<file path="src/rtl/mem_ctrl.sv">
// mem_ctrl: LC-3 load/store initiator for the SPRAM memory block; define MEM_CTRL_MMIO_EN to decode the xFE00-xFFFF device window
module mem_ctrl #(
    parameter logic [15:0] MMIO_BASE = 16'hFE00
) (
    input  logic        clk,
    input  logic        rst_n,
    input  logic        req_valid,
    output logic        req_ready,
    input  logic        req_we,
    input  logic [15:0] req_addr,
    input  logic [15:0] req_wdata,
    output logic        rsp_valid,
    output logic [15:0] rsp_rdata,
    output logic [15:0] mem_addr,
    output logic [15:0] mem_wdata,
    output logic        mem_we,
    input  logic [15:0] mem_rdata,
    input  logic        kbd_valid,
    input  logic [7:0]  kbd_data,
    output logic        kbd_ack,
    input  logic        dsp_ready,
    output logic        dsp_valid,
    output logic [7:0]  dsp_data
);
    typedef enum logic [2:0] {IDLE, WRITE, RD_ADDR, RD_DATA, RESP} state_t;
    state_t state, state_nx;
    logic acc, win;
    assign req_ready = (state == IDLE) && rst_n;
    assign acc       = req_valid && req_ready;
    assign mem_we    = state == WRITE;
    assign rsp_valid = state == RESP;
`ifdef MEM_CTRL_MMIO_EN
    logic [15:0] dev_rdata;
    logic        kbd_rd, ddr_wr;
    assign win       = req_addr >= MMIO_BASE;
    assign dev_rdata = req_addr == MMIO_BASE          ? {kbd_valid, 15'b0} :
                       req_addr == MMIO_BASE + 16'd2 ? {8'b0, kbd_data}   :
                       req_addr == MMIO_BASE + 16'd4 ? {dsp_ready, 15'b0} : 16'h0;
    assign kbd_ack   = kbd_rd;
    assign dsp_valid = ddr_wr;
    // device side effects are flagged at accept so they pulse exactly in RESP
    always_ff @(posedge clk) begin
        if (!rst_n) begin
            kbd_rd   <= 1'b0;
            ddr_wr   <= 1'b0;
            dsp_data <= 8'h0;
        end else begin
            kbd_rd <= acc && win && !req_we && req_addr == MMIO_BASE + 16'd2;
            ddr_wr <= acc && win && req_we && req_addr == MMIO_BASE + 16'd6;
            if (acc && win && req_we && req_addr == MMIO_BASE + 16'd6)
                dsp_data <= req_wdata[7:0];
        end
    end
`else
    logic unused_dev;
    assign win        = 1'b0;
    assign kbd_ack    = 1'b0;
    assign dsp_valid  = 1'b0;
    assign dsp_data   = 8'h0;
    assign unused_dev = ^{kbd_valid, kbd_data, dsp_ready, MMIO_BASE};
`endif
    always_comb begin
        state_nx = state;
        unique case (state)
            IDLE:    state_nx = !req_valid ? IDLE : win ? RESP : req_we ? WRITE : RD_ADDR;
            WRITE:   state_nx = RESP;
            RD_ADDR: state_nx = RD_DATA;
            RD_DATA: state_nx = RESP;
            RESP:    state_nx = IDLE;
            default: state_nx = IDLE;
        endcase
    end
    always_ff @(posedge clk) begin
        if (!rst_n) begin
            state     <= IDLE;
            mem_addr  <= 16'h0;
            mem_wdata <= 16'h0;
            rsp_rdata <= 16'h0;
        end else begin
            state <= state_nx;
            if (acc) begin
                mem_addr  <= req_addr;
                mem_wdata <= req_wdata;
            end
            if (state == RD_DATA)
                rsp_rdata <= mem_rdata;
`ifdef MEM_CTRL_MMIO_EN
            if (acc && win && !req_we)
                rsp_rdata <= dev_rdata;
`endif
        end
    end
endmodule

</file>
<file path="config.mk">
export PLATFORM = sky130hd
export DESIGN_NAME = mem_ctrl
export DESIGN_NICKNAME = d
export VERILOG_FILES = /design/src/rtl/mem_ctrl.sv
export SDC_FILE = /design/constraint.sdc
export NUM_CORES = 1
export LEC_CHECK = 0
export ABC_AREA = 0
export CORE_ASPECT_RATIO = 1.5
export CORE_MARGIN = 2
export CORE_UTILIZATION = 39
export DETAILED_ROUTE_END_ITERATION = 16
export PLACE_DENSITY = 0.84
export SETUP_SLACK_MARGIN = 0.15
export SLEW_MARGIN = 10
export SYNTH_ARGS = -nofsm -noshare
export SYNTH_HDL_FRONTEND = slang
export SYNTH_SLANG_ARGS = --single-unit
</file>
<file path="constraint.sdc">
create_clock -name clk -period 3.22 [get_ports clk]
set_clock_uncertainty 0.05 [all_clocks]
set_input_delay 0.805 -clock clk [delete_from_list [all_inputs] [get_ports clk]]
set_output_delay 0.805 -clock clk [all_outputs]
set_load 0.02 [all_outputs]
</file>
==> impl_metrics.json <==
{
  "reg2reg_depth": 5,
  "tightest_slew_ns": 0.624,
  "syn2layout_area_growth_pct": 55.3,
  "yosys.area_share.simple": 0.247,
  "critPathSlowestCell": "clkdlybuf4s50_1",
  "ys_types": 21,
  "ys_warn_count": 0,
  "synth_fa_ha_area_frac": 0,
  "synth_area_leaders": "dfxtp_1 (52%), nand2_1 (12%), nand3_1 (8.1%), a21boi_0 (5.7%), o21ai_0 (5.6%)",
  "synth-seq-cells": 51,
  "cts-buffers-inserted": 5,
  "grt_pass1_vias": 1936,
  "place_ws_ns": 0.166,
  "rsz0062_at_grt": "no",
  "hold_buffers": 0,
  "wl_per_cell_um": 13.2,
  "post_drt_via_cell_ratio": 4.80,
  "p_clk_frac": 0.263,
  "gp_congestion": 0.702,
  "cts_resized": 0,
  "p_int_uw": 972,
  "period_needed_ns": 2.66,
  "crit_family": "buffers and inverters",
  "finalSetupTns_ns": 0,
  "path_buf_inv": 2,
  "clockBufferDepth": 2,
  "first_pass_iters": 4,
  "grt-ovfl-total": 0,
  "fmax_mhz": 375,
  "cp.depth": 3,
  "cts_max_level": 2,
  "p_leak_uw": 0.00111,
  "grtUsageTotal": 0.194,
  "nNetsFinal": 394,
  "comb_power_share": 0.219,
  "hold_viol": 0,
  "synthMuxAreaShare": 0,
  "finalCritPeriodShare": 0.828,
  "setup_ws_ns": 0.555,
  "whs_path_depth": 2,
  "synth_top_area_cell": "dfxtp_1",
  "post_cts_buffers": 0,
  "cp-end-kind": "output pin",
  "die_w_um": 62.1,
  "status": "finished, final reports clean",
  "synth_compound_area_frac": 0.147,
  "cts.root.buffer_cell": "clkbuf_8",
  "dp_hpwl_mm": 3.71,
  "seq_power_share": 0.518,
  "wirelength_mm": 5.26,
  "hold_class": "reg2reg",
  "seq_area_frac_synth": 0.517,
  "grt_max_degree": 51,
  "clkSinkCount": 51,
  "cts_tree": "built",
  "clk_pin_slew_worst_paths_ns": 0.09,
  "switching_share": 0.273,
  "grt_pass1_wl_mm": 8.44,
  "slew_viol_final": 0,
  "required_ns": 2.36,
  "peakVddDrop_mv": 0.295,
  "dieArea_um2": 5660,
  "clk_latency_ns": 0.30,
  "power.density_nw_per_um2": 436,
  "yosys.area.top_type_share": 0.517,
  "arrival_ns": 1.81,
  "worst_path_largest_cell_delay_ns": 0.47,
  "io_pins": 123,
  "worst-path-max-fanout": 2,
  "postSynthAreaPerCell_um2": 8.29,
  "port_buffers": 102,
  "synth_xor_area_frac": 0,
  "fp.dieH_um": 91.1,
  "fp-row-count": 31,
  "antenna_found_initial": 0,
  "p_sw_uw": 365,
  "crit_type": "in2out",
  "initial_core_util": 0.407,
  "vias": 1914,
  "n_antenna_cell": 0,
  "cp_cell_sequence": "clkdlybuf4s50_1 -> nor4b_4 -> dlymetal6s2s_1",
  "syn-cell-area_um2": 1970,
  "slew_headroom": 0.583,
  "setup_violations": 0,
  "critPathLaunchType": "input pin",
  "synth_top_family_by_area": "simple AND/OR/NAND/NOR gates",
  "coreArea_um2": 4850,
  "drt_drc_violations_left": 0,
  "drt_iter0_drc": 89,
  "ant_nets": 0,
  "netlist_instances": 238,
  "drive_gt1_frac": 0.0390,
  "max-cap-violations": 0
}
[cell families after synthesis]
group | after synthesis
DFF | 51
other | 1
buffers and inverters | 30
and+or+nand+nor | 106
AOI/OAI and AO/OA | 50
[power groups by stage]
| stage | combinational (uW) | clock, uW | sequential, uW |
|---|---|---|---|
| 2_1_floorplan | 100 | 0 | 750 |
| 3_3_place_gp | 290 | 0 | 706 |
| 4_1_cts | 296 | 363 | 693 |
| 5_1_grt | 315 | 389 | 699 |
| 6_report | 293 | 351 | 693 |
| 3_5_place_dp | 295 | 0 | 707 |
[worst reg2reg max path: stages (launching register included)]
cell     delay, ns
dfxtp_1       0.38
nor4b_4       0.31
buf_4         0.37
and2_1        0.41
buf_4         0.28
o21ai_0       0.12
[per-layer routing]
layer,vias to the layer above,routed length (um),track usage
met2,71,2770,0.362
li1,954,-,-
met3,10,357,0.0399
met1,879,2010,0.193
met5,-,0,0
met4,0,118,0.0745
[metrics by stage]
step / total power, uW / cell area, um^2 / util / std cells / hold slack, ns
2_1_floorplan: 850 / 2010 / - / 247 / 0.476
3_3_place_gp: 996 / 2980 / 0.615 / 391 / 0.386
3_5_place_dp: 1000 / 2980 / 0.615 / 391 / 0.392
4_1_cts: 1350 / 3060 / 0.631 / 399 / 0.404
5_1_grt: 1400 / 3060 / 0.632 / 399 / 0.430
6_report: 1340 / 3060 / 0.632 / 399 / 0.402
[area by class of cell]
type	count	area, um^2
Fill cell	412	1780
Timing Repair Buffer	107	1060
Sequential cell	51	1020
Multi-Input combinational cell	166	815
Tap cell	66	82.6
Clock buffer	7	76.3
Clock inverter	1	5.00
Inverter	1	3.75
[synth_stat cells (all sizes together)]
cell type and number:
nor4b 1, a21boi 16, nand3b 1, or3b 1, inv 1, clkbuf 9, buf 20, o21ai 32
nor2 2, conb 1, a21oi 2, nor3b 2, and3b 2, and2 1, nand2 64, nand3 32
dfxtp 51
[flip-flops by register name, indices dropped and copies added (netlist names)]
name and flops:
mem_addr 16, mem_wdata 16, rsp_rdata 16, state 3
[placed cells by master, fill, tap and decap left out, drive strengths merged]
cell type | Yosys | layout
clkdlybuf4s50 | 0 | 101
inv | 1 | 1
dfxtp | 51 | 51
o21ai | 32 | 32
and2 | 1 | 1
conb | 1 | 10
dlymetal6s2s | 0 | 1
clkinv | 0 | 1
a21oi | 2 | 2
nor3b | 2 | 2
clkbuf | 9 | 7
nor4b | 1 | 1
or3b | 1 | 1
nand2 | 64 | 64
nand3 | 32 | 32
nor2 | 2 | 2
buf | 20 | 5
a21boi | 16 | 16
and3b | 2 | 2
nand3b | 1 | 1
[final timing paths]
path	start	to	slack [ns]
setup / recovery	rst_n	req_ready	0.56
setup reg to reg	state[0]	mem_addr[5]	1.17
hold reg to reg	mem_wdata[6]	mem_wdata[6]	0.40
hold / removal	mem_wdata[6]	mem_wdata[6]	0.40
Note: power is estimated with default switching activity, not from simulation.
